**src/rtl/bc_arb.sv**
```systemverilog
// -----------------------------------------------------------------------------
// bc_arb -- arbiter and sequencer for the 16-bit bus-connect datapath.
//
// Four requesters share the bus: dg (DAG), ps (program sequencer), xb
// (crossbar) and dm (data memory). One requester is granted at a time. The
// block also drives the two bus-connect select codes. The dg/ps/xb path has a
// one-cycle register stage, so a DRAIN cycle is inserted whenever dm would
// otherwise take the bus while registered data is still in flight.
//
// Parameters:
//   HOLD_MAX     max consecutive grant cycles for one requester (1..15)
//
// Ports:
//   clk          rising-edge clock
//   rst_n        synchronous active-low reset
//   req[3:0]     request vector, [0]=dg [1]=ps [2]=xb [3]=dm, level-held
//   gnt[3:0]     one-hot grant, same bit order (registered)
//   bc_drr_sclt  register-path select: 00 dg, 01 ps, 10 xb, 11 none
//   bc_di_sclt   bus-output select: 00 dm direct, 01 registered path, 11 zero
//   bc_busy      high whenever the arbiter is not IDLE
//
// Configuration:
//   BC_ARB_RR_EN defined   -> round-robin winner selection (dg->ps->xb->dm)
//   BC_ARB_RR_EN undefined -> fixed priority dm > ps > dg > xb
// -----------------------------------------------------------------------------
module bc_arb #(
  parameter int unsigned HOLD_MAX = 4
) (
  input  logic       clk,
  input  logic       rst_n,
  input  logic [3:0] req,
  output logic [3:0] gnt,
  output logic [1:0] bc_drr_sclt,
  output logic [1:0] bc_di_sclt,
  output logic       bc_busy
);

  typedef enum logic [1:0] {
    ST_IDLE  = 2'b00,
    ST_GRANT = 2'b01,
    ST_DRAIN = 2'b10
  } state_t;

  localparam logic [1:0] IDX_DG = 2'd0;
  localparam logic [1:0] IDX_PS = 2'd1;
  localparam logic [1:0] IDX_XB = 2'd2;
  localparam logic [1:0] IDX_DM = 2'd3;

  // Last hold count at which the grantee may still keep the bus.
  localparam logic [3:0] HOLD_LAST = 4'(HOLD_MAX - 1);

  localparam logic [1:0] DRR_NONE  = 2'b11;
  localparam logic [1:0] DI_DIRECT = 2'b00;
  localparam logic [1:0] DI_REG    = 2'b01;
  localparam logic [1:0] DI_ZERO   = 2'b11;

  state_t     state_r, state_s;
  logic [1:0] g_idx_r, g_idx_s;
  logic [3:0] hold_cnt_r, hold_cnt_s;
  logic [3:0] gnt_r, gnt_s;
  logic [1:0] drr_r, drr_s;
  logic [1:0] di_r, di_s;
  logic       busy_r;
  logic [3:0] cand_s;
  logic       win_vld_s;
  logic [1:0] win_idx_s;

  function automatic logic [3:0] onehot(input logic [1:0] idx);
    return 4'b0001 << idx;
  endfunction

  // Register-path select code for a grant vector; dm or no grant -> none.
  function automatic logic [1:0] drr_code(input logic [3:0] g);
    logic [1:0] code;
    case (g)
      4'b0001: code = IDX_DG;
      4'b0010: code = IDX_PS;
      4'b0100: code = IDX_XB;
      default: code = DRR_NONE;
    endcase
    return code;
  endfunction

  // Candidate set: previous grantee excluded when anyone else is waiting.
  always_comb begin
    logic [3:0] excl_v;
    excl_v = req & ~onehot(g_idx_r);
    if (state_r == ST_IDLE) begin
      cand_s = req;
    end else if (excl_v != 4'b0000) begin
      cand_s = excl_v;
    end else begin
      cand_s = req;
    end
  end

`ifdef BC_ARB_RR_EN
  logic [1:0] rr_ptr_r, rr_ptr_s;

  // Round-robin winner: first candidate at or after the search pointer.
  always_comb begin
    logic [1:0] idx_v;
    idx_v     = 2'd0;
    win_vld_s = 1'b0;
    win_idx_s = IDX_DG;
    // Walk from the farthest offset down so the nearest candidate wins.
    for (int i = 3; i >= 0; i--) begin
      idx_v = rr_ptr_r + 2'(i);
      if (cand_s[idx_v]) begin
        win_vld_s = 1'b1;
        win_idx_s = idx_v;
      end else begin
        win_vld_s = win_vld_s;
      end
    end
  end

  // Pointer next value: follows every new grant; DRAIN entry parks it on dm
  // so the drained-for dm request is not overtaken when the DRAIN re-arbitrates.
  always_comb begin
    rr_ptr_s = rr_ptr_r;
    if ((state_r == ST_GRANT) && (state_s == ST_DRAIN)) begin
      rr_ptr_s = IDX_DM;
    end else if ((state_s == ST_GRANT) && (hold_cnt_s == 4'd0)) begin
      rr_ptr_s = win_idx_s + 2'd1;
    end else begin
      rr_ptr_s = rr_ptr_r;
    end
  end

  // Round-robin search pointer register.
  always_ff @(posedge clk) begin
    if (!rst_n) begin
      rr_ptr_r <= 2'd0;
    end else begin
      rr_ptr_r <= rr_ptr_s;
    end
  end
`else
  // Fixed-priority winner: dm > ps > dg > xb.
  always_comb begin
    win_vld_s = |cand_s;
    if (cand_s[IDX_DM]) begin
      win_idx_s = IDX_DM;
    end else if (cand_s[IDX_PS]) begin
      win_idx_s = IDX_PS;
    end else if (cand_s[IDX_DG]) begin
      win_idx_s = IDX_DG;
    end else if (cand_s[IDX_XB]) begin
      win_idx_s = IDX_XB;
    end else begin
      win_idx_s = IDX_DG;
    end
  end
`endif

  // Next-state, next-grant and next-select logic.
  always_comb begin
    state_s    = state_r;
    g_idx_s    = g_idx_r;
    hold_cnt_s = hold_cnt_r;
    gnt_s      = 4'b0000;
    case (state_r)
      ST_IDLE: begin
        hold_cnt_s = 4'd0;
        if (win_vld_s) begin
          state_s = ST_GRANT;
          g_idx_s = win_idx_s;
          gnt_s   = onehot(win_idx_s);
        end else begin
          state_s = ST_IDLE;
        end
      end
      ST_GRANT: begin
        if (req[g_idx_r] && (hold_cnt_r < HOLD_LAST)) begin
          gnt_s      = onehot(g_idx_r);
          hold_cnt_s = hold_cnt_r + 4'd1;
        end else begin
          hold_cnt_s = 4'd0;
          if (!win_vld_s) begin
            state_s = ST_IDLE;
          end else if ((win_idx_s == IDX_DM) && (g_idx_r != IDX_DM)) begin
            // Registered data is still in flight; flush it before dm drives.
            // g_idx_r is kept so DRAIN excludes the same requester.
            state_s = ST_DRAIN;
          end else begin
            state_s = ST_GRANT;
            g_idx_s = win_idx_s;
            gnt_s   = onehot(win_idx_s);
          end
        end
      end
      ST_DRAIN: begin
        hold_cnt_s = 4'd0;
        if (win_vld_s) begin
          state_s = ST_GRANT;
          g_idx_s = win_idx_s;
          gnt_s   = onehot(win_idx_s);
        end else begin
          state_s = ST_IDLE;
        end
      end
      default: begin
        state_s    = ST_IDLE;
        hold_cnt_s = 4'd0;
      end
    endcase

    drr_s = drr_code(gnt_s);
    // dm drives the bus in its own grant cycle; registered data lands one
    // cycle after its grant cycle (this also covers the DRAIN cycle).
    if (gnt_s[IDX_DM]) begin
      di_s = DI_DIRECT;
    end else if (|gnt_r[2:0]) begin
      di_s = DI_REG;
    end else begin
      di_s = DI_ZERO;
    end
  end

  // State and registered outputs.
  always_ff @(posedge clk) begin
    if (!rst_n) begin
      state_r    <= ST_IDLE;
      g_idx_r    <= IDX_DG;
      hold_cnt_r <= 4'd0;
      gnt_r      <= 4'b0000;
      drr_r      <= DRR_NONE;
      di_r       <= DI_ZERO;
      busy_r     <= 1'b0;
    end else begin
      state_r    <= state_s;
      g_idx_r    <= g_idx_s;
      hold_cnt_r <= hold_cnt_s;
      gnt_r      <= gnt_s;
      drr_r      <= drr_s;
      di_r       <= di_s;
      busy_r     <= (state_s != ST_IDLE);
    end
  end

  assign gnt         = gnt_r;
  assign bc_drr_sclt = drr_r;
  assign bc_di_sclt  = di_r;
  assign bc_busy     = busy_r;

endmodule

```
**config.mk**
```make
export PLATFORM = sky130hd
export DESIGN_NAME = bc_arb
export DESIGN_NICKNAME = d
export VERILOG_FILES = /design/src/rtl/bc_arb.sv
export SDC_FILE = /design/constraint.sdc
export NUM_CORES = 1
export LEC_CHECK = 0
export ABC_AREA = 0
export BUFFER_PORTS_ARGS = -buffer_cell sky130_fd_sc_hd__buf_2
export CORE_UTILIZATION = 50
export CTS_BUF_LIST = sky130_fd_sc_hd__clkbuf_16
export CTS_CLUSTER_DIAMETER = 30
export DETAILED_ROUTE_END_ITERATION = 7
export HOLD_SLACK_MARGIN = 0.06
export PLACE_DENSITY = 0.73
export SYNTH_ARGS = -nofsm -noshare
export SYNTH_HDL_FRONTEND = slang
export SYNTH_SLANG_ARGS = --single-unit
```
**constraint.sdc**
```tcl
create_clock -name clk -period 2 [get_ports clk]
set_input_delay 0.1 -clock clk [delete_from_list [all_inputs] [get_ports clk]]
set_output_delay 0.1 -clock clk [all_outputs]
set_load 0.05 [all_outputs]
```
Word-level counts from Yosys, hierarchy flattened
Cells that the tools add are included.
{"block": "totals", "register_bits": 17, "input_bits": 6}
{"block": "op_classes", "muxes": 26, "n_lt_le_gt_ge": 2, "n_addsub": 1, "eq_ne": 11, "bitwise": 2, "n_reduce_logical": 11, "shifts": 2}
{"op": "two-way mux 2 bit", "n": 13}
{"op": "two-way mux 4 bit", "n": 6}
{"op": "!= test 2 bit, second input constant", "n": 4}
{"op": "one-hot mux 2 bit (2 select lines)", "n": 2}
{"op": "one-hot mux 4 bit (2 select lines)", "n": 1}
{"op": "left shift 1 x 2 -> 4 bit, first input constant", "n": 2}
{"op": "one-hot mux 2 bit (3 select lines)", "n": 1}
{"op": "AND reduction 5 bit", "n": 1}
{"op": "adder 4 x 1 -> 4 bit, second input constant", "n": 1}
{"op": "bitwise AND 4 bit", "n": 1}
{"op": "== test 2 bit, second input constant", "n": 2}
{"op": "== test 4 x 1 -> 1 bit, second input constant", "n": 1}
{"op": "== test 4 x 2 -> 1 bit, second input constant", "n": 1}
{"op": "== test 4 x 3 -> 1 bit, second input constant", "n": 1}
{"op": "less-than comparator 4 x 2 -> 1 bit, second input constant", "n": 1}
{"op": "NOT 4 bit", "n": 1}
{"op": "nonzero test 2 bit", "n": 2}
{"op": "nonzero test 4 bit", "n": 1}
{"op": "OR reduction 4 bit", "n": 1}
{"op": "less-than comparator 2 x 3 -> 1 bit, second input constant", "n": 1}
{"op": "AND reduction 3 bit", "n": 1}
{"op": "OR reduction 3 bit", "n": 1}
{"op": "binary-select mux 1 bit (select 2 bit)", "n": 1}
{"op": "== test 2 x 1 -> 1 bit, second input constant", "n": 1}
{"op": "5 further kinds", "n": 7}

Depth between registers and ports, before layout
{"block": "logic_depth", "word_depth": 18, "mapped_depth": 6, "depth_no_buf": 6}

Least setup slack after synthesis
Ideal clock, no wire load.
{"block": "synth_timing", "kind": "register to register", "startpoint": "register g_idx_r[1]", "endpoint": "register gnt_r[2], in the netlist gnt[2]", "required_ns": 1.934, "slack_ns": 0.261, "stages_incl_launch_ff": 7, "arrival_time_ns": 1.673, "path_buffers": 1, "period_less_slack_ns": 1.739, "cell_sequence": "dfxtp_1 > buf_2 > o21bai_2 > a2111oi_4 > nor2_2 > or3_4 > a21oi_2"}
{"block": "synth_via", "elab_chain_cells": 16, "word_cells_on_any_way": 23, "classes_between": "eq/ne: 2; shift: 2; mux: 13; bitwise: 2; reduce/logical: 4"}
{"item": "start: declaration", "line": "58", "text": "logic [1:0] g_idx_r, g_idx_s;"}
{"item": "start signal: assignment", "line": "233", "text": "g_idx_r <= g_idx_s;"}
{"item": "left shift 1 x 2 -> 4 bit", "line": "69", "text": "return 4'b0001 << idx;"}
{"item": "NOT 4 bit", "line": "87", "text": "excl_v = req & ~onehot(g_idx_r);"}
{"item": "bitwise AND 4 bit", "line": "87"}
{"item": "nonzero test 4 bit", "line": "90", "text": "end else if (excl_v != 4'b0000) begin"}
{"item": "two-way mux 4 bit", "line": "90"}
{"item": "two-way mux 4 bit", "line": "88", "text": "if (state_r == ST_IDLE) begin"}
{"item": "two-way mux 2 bit", "line": "149", "text": "end else if (cand_s[IDX_XB]) begin"}
{"item": "two-way mux 2 bit", "line": "147", "text": "end else if (cand_s[IDX_DG]) begin"}
{"item": "two-way mux 2 bit", "line": "145", "text": "end else if (cand_s[IDX_PS]) begin"}
{"item": "two-way mux 2 bit", "line": "143", "text": "if (cand_s[IDX_DM]) begin"}
{"item": "== test 2 bit", "line": "182", "text": "end else if ((win_idx_s == IDX_DM) && (g_idx_r != IDX_DM)) begin"}
{"item": "logical AND 1 bit", "line": "182"}
{"item": "two-way mux 4 bit", "line": "182"}
{"item": "two-way mux 4 bit", "line": "180", "text": "if (!win_vld_s) begin"}
{"item": "two-way mux 4 bit", "line": "175", "text": "if (req[g_idx_r] && (hold_cnt_r < HOLD_LAST)) begin"}
{"item": "one-hot mux 4 bit (2 select lines) *", "line": "163", "text": "case (state_r)"}
{"item": "end signal: assignment", "line": "235", "text": "gnt_r <= gnt_s;"}
{"item": "end: declaration", "line": "60", "text": "logic [3:0] gnt_r, gnt_s;"}
Mark *: on every way between the ends. The rest lies on a longest branch, timed or not. The select of a mux whose other input is x is not followed.
A chain may end at the register's enable or synchronous reset.

Worst setup path in the final report
Same ends and word-level chain as after synthesis.

==> impl_results.rst <==
.. list-table::
   :header-rows: 1

   * - Metric
     - Value
   * - Area share of the leading cell type in the synthesized netlist
     - between 30% and 40%
   * - Count of final hold-check violations
     - 0
   * - Clock network power share
     - 38.3%
   * - Inserted Clock Buffers
     - 3
   * - Number of port buffers
     - 14
   * - Number of enable-type register cells in the synthesized netlist
     - 0
   * - Top cell types by occurrence after synthesis
     - 17 x sky130_fd_sc_hd__dfxtp_1, 8 x sky130_fd_sc_hd__nor2_1, 7 x sky130_fd_sc_hd__nand2_1
   * - Cell depth of the worst flop-to-flop path
     - 6
   * - Maximum ir drop on the vdd rail
     - roughly 610 uV
   * - Number of failing setup endpoints in the final timing report
     - 0
   * - Sequential-to-total area share from yosys stat
     - 37.4%
   * - Number of cells upsized or downsized after cts
     - 0
   * - Dominant combinational cell family by area after synthesis
     - compound AO/OA/AOI/OAI gates
   * - Hold buffer count at cts
     - 0
   * - Start point of the critical path
     - g_idx_r[1]
   * - Detailed-route vias per instance
     - 5.77
   * - Setup fix buffers added after clock tree synthesis
     - 0
   * - Number of antenna violations at the first check in global routing
     - 0
   * - Kind of end point of the critical path
     - register
   * - IO Count
     - 15
   * - Number of nets in the layout
     - approximately 130
   * - Fraction of final layout cells with drive strength greater than 1
     - between 20% and 30%
   * - Buffer depth of the longest clock path
     - 2
   * - Biggest fanout along the worst timing path
     - 8
   * - Post-synthesis simple-gate area fraction
     - about a fifth
   * - RSZ-0062 raised after global routing
     - no
   * - HPWL after DPL
     - 1420 um
   * - H-Tree Depth
     - 1
   * - Gate count after technology mapping
     - 100
   * - Wire length the detailed router placed on met1
     - 871 um
   * - Critical setup path kind
     - reg -> reg
   * - End of the critical path
     - gnt[2]
   * - Worst endpoint data arrival time
     - 2.09 ns
   * - Total Die Area
     - 1990 sq um
   * - Clock latency on the worst-skew pair
     - ~0.25 ns
   * - Status
     - completed
   * - Clock root buffer master
     - sky130_fd_sc_hd__clkbuf_16
   * - Pins over their slew limit
     - 0
   * - Worst setup skew after layout
     - 0.00576 ns
   * - Count of inserted antenna diode cells
     - 0
   * - Core utilization of the finished layout
     - 64.7%
   * - Critical register-to-register path endpoint
     - gnt[2]
   * - Top cells by area in the synthesized netlist
     - sky130_fd_sc_hd__dfxtp_1 37%, sky130_fd_sc_hd__a2111oi_4 6.1%, sky130_fd_sc_hd__o21ai_0 3.3%
   * - Dominant synthesized flop cell
     - sky130_fd_sc_hd__dfxtp_1
   * - Met2 Routed Length
     - 892 um
   * - Path type of the worst min-delay path
     - in -> reg
   * - Library cells used by synthesis
     - 43
   * - Clock-pin slew on the worst setup and hold paths
     - 0.05 ns
   * - Async set-or-reset flop fraction in the synthesized netlist
     - 0%
   * - Mux contribution to synthesized area
     - between 3 and 4%
   * - Post-synthesis sequential element count
     - 17
   * - Metal3 WL
     - 121 um
   * - 1st-iter DRT viols
     - 30
   * - Vias
     - 819
   * - Largest net degree at the start of global routing
     - 12
   * - Total GRT Usage
     - between 20 and 25%
   * - Number of global-route vias before repair
     - about 750
   * - Total detailed-routing wirelength
     - roughly 1900 um
   * - Count of yosys warnings during synthesis
     - 0
   * - Cell-internal power
     - 713 uW
   * - Final weighted congestion in routability-driven placement
     - roughly 0.92
   * - Post-Synthesis Mean Instance Area
     - between 9 and 10 sq um
   * - Grt total ovfl
     - 0
   * - Initial standard-cell utilization of the core
     - 53.3%
   * - Ratio of final minimum period to clock period
     - 95.3%
   * - TritonCTS clock tree
     - built
   * - Share of the synthesized area in compound gates (AO/OA/AOI/OAI)
     - roughly 31%
   * - Number of placement rows
     - 15
   * - Final worst path period need
     - 1.91 ns
   * - Seq pwr share
     - a little under two fifths
   * - Syn-to-layout area delta
     - 21.5%
   * - Most common cell in the synthesized netlist
     - sky130_fd_sc_hd__dfxtp_1
   * - Switching Fraction
     - between 20 and 30%
   * - P per Cell Area
     - 911 nW/um^2
   * - Post-Synth Adder-Cell Area
     - 1.38%
   * - Switch Pwr
     - 293 uW
   * - Achievable frequency
     - 525 MHz
   * - Die extent in x
     - 44.7 um
   * - Routed len/inst
     - 13.5 um
   * - Leakage power
     - around 0.00045 uW
   * - Nature of the critical path startpoint
     - register
   * - Netlist area before placement
     - about 900 sq um
   * - Logic pwr share
     - 23.4%
   * - Cell type with the highest aggregate area in the netlist
     - sky130_fd_sc_hd__dfxtp_1
   * - Antenna-violating nets left
     - 0
   * - Wire length of the first global-routing pass
     - 3220 um
   * - Clock sink count
     - 17
   * - Layout fillers
     - between 100 and 150
   * - Final TNS setup
     - 0 ns
   * - Post-Synth XOR/XNOR Area
     - 0%
   * - DRC
     - 0
   * - Core Footprint
     - between 1500 and 2000 sq um
   * - DRT Pass-1 Iters
     - 4
   * - FF-to-FF Start
     - g_idx_r[1]
   * - Die Ht
     - around 45 um
   * - Minimum setup slack among reg-to-reg paths
     - roughly 0.094 ns
   * - CP required
     - about 2.2 ns
   * - Highest routing layer actually used
     - met4
   * - Number of max-capacitance violations reported
     - 0
power groups by stage:
stage	registers [uW]	logic [uW]	clock network (uW)
6_report	386	236	385
5_1_grt	388	253	408
2_1_floorplan	437	127	0
4_1_cts	384	227	396
3_3_place_gp	391	224	0
3_5_place_dp	391	226	0
placed cells by master, fill, tap and decap left out, types with 2 or more instances in the layout:
| master | netlist | routed |
|---|---|---|
| sky130_fd_sc_hd__and2_1 | 4 | 4 |
| sky130_fd_sc_hd__a2111oi_4 | 2 | 2 |
| sky130_fd_sc_hd__nand4_1 | 2 | 2 |
| sky130_fd_sc_hd__buf_4 | 0 | 4 |
| sky130_fd_sc_hd__a211oi_1 | 2 | 2 |
| sky130_fd_sc_hd__nand2_1 | 7 | 7 |
| sky130_fd_sc_hd__or3_1 | 2 | 2 |
| sky130_fd_sc_hd__nand3_1 | 2 | 2 |
| sky130_fd_sc_hd__o21a_1 | 4 | 4 |
| sky130_fd_sc_hd__o41ai_1 | 2 | 2 |
| sky130_fd_sc_hd__nor2_1 | 8 | 8 |
| sky130_fd_sc_hd__dfxtp_1 | 17 | 17 |
| sky130_fd_sc_hd__a31oi_1 | 2 | 2 |
| sky130_fd_sc_hd__o21ai_0 | 6 | 6 |
| sky130_fd_sc_hd__nor2b_1 | 2 | 2 |
| sky130_fd_sc_hd__a21oi_1 | 3 | 3 |
| sky130_fd_sc_hd__clkbuf_16 | 0 | 3 |
| sky130_fd_sc_hd__conb_1 | 1 | 2 |
| sky130_fd_sc_hd__buf_2 | 3 | 14 |
| sky130_fd_sc_hd__inv_1 | 4 | 5 |
per-stage QoR:
stage,cells,instance area (sq um),hold slack [ns],total power (uW),setup slack (ns)
after floorplan,101,913,0.271,564,0.261
after global routing,142,1100,0.127,1050,0.00548
after CTS,142,1090,0.109,1010,0.0795
after global placement,138,1010,0.358,615,0.122
final,142,1100,0.116,1010,0.0942
after detailed placement,138,1010,0.365,617,0.0756
registers in the layout, summed over array words and instances, names as in the netlist:
name	count
bc_di_sclt	2
g_idx_r	2
gnt	4
bc_drr_sclt	2
state_r	2
bc_busy	1
hold_cnt_r	4
cells by family (layout without fill, tap and decap cells):
group | count (synthesis) | after routing
DFF | 17 | 17
adders and majority gates | 1 | 1
buffers and inverters | 10 | 26
other | 1 | 2
and+or+nand+nor | 35 | 35
AOI/OAI and AO/OA | 33 | 33
muxes | 3 | 3
worst min path at each step:
stage / from / end / slack [ns] / depth (start not counted)
2_1_floorplan: rst_n / gnt[2] / 0.27 / 2
5_1_grt: rst_n / bc_di_sclt[0] / 0.13 / 2
3_3_place_gp: rst_n / bc_di_sclt[0] / 0.36 / 2
6_report: rst_n / bc_di_sclt[0] / 0.12 / 2
4_1_cts: rst_n / bc_di_sclt[0] / 0.11 / 2
3_5_place_dp: rst_n / bc_di_sclt[0] / 0.36 / 2
per-layer routing:
metal | up-vias | GRT usage [%]
li1 | 402 | -
met1 | 382 | 29.9
met2 | 31 | 31.5
met3 | 4 | 6.94
met4 | 0 | 10.3
met5 | - | 0
layout make-up:
| cell class | count | area [sq um] | area share, % |
|---|---|---|---|
| inverters | 4 | 15.0 | 1.36 |
| clock buffers | 3 | 75.1 | 6.80 |
| flip-flops and latches | 17 | 340 | 30.8 |
| clock inverters | 1 | 3.75 | 0.340 |
| repair buffers | 18 | 100 | 9.06 |
| well taps | 25 | 31.3 | 2.83 |
| multi-input cells | 74 | 539 | 48.8 |
worst max-delay path, cell delays in order, from the launching register on:
cell	delay (ns)
sky130_fd_sc_hd__dfxtp_1	0.41
sky130_fd_sc_hd__buf_4	0.20
sky130_fd_sc_hd__mux2i_2	0.32
sky130_fd_sc_hd__a221oi_4	0.15
sky130_fd_sc_hd__o21a_1	0.24
sky130_fd_sc_hd__or3_4	0.40
sky130_fd_sc_hd__a21oi_2	0.14
Note: power is estimated with default switching activity, not from simulation.
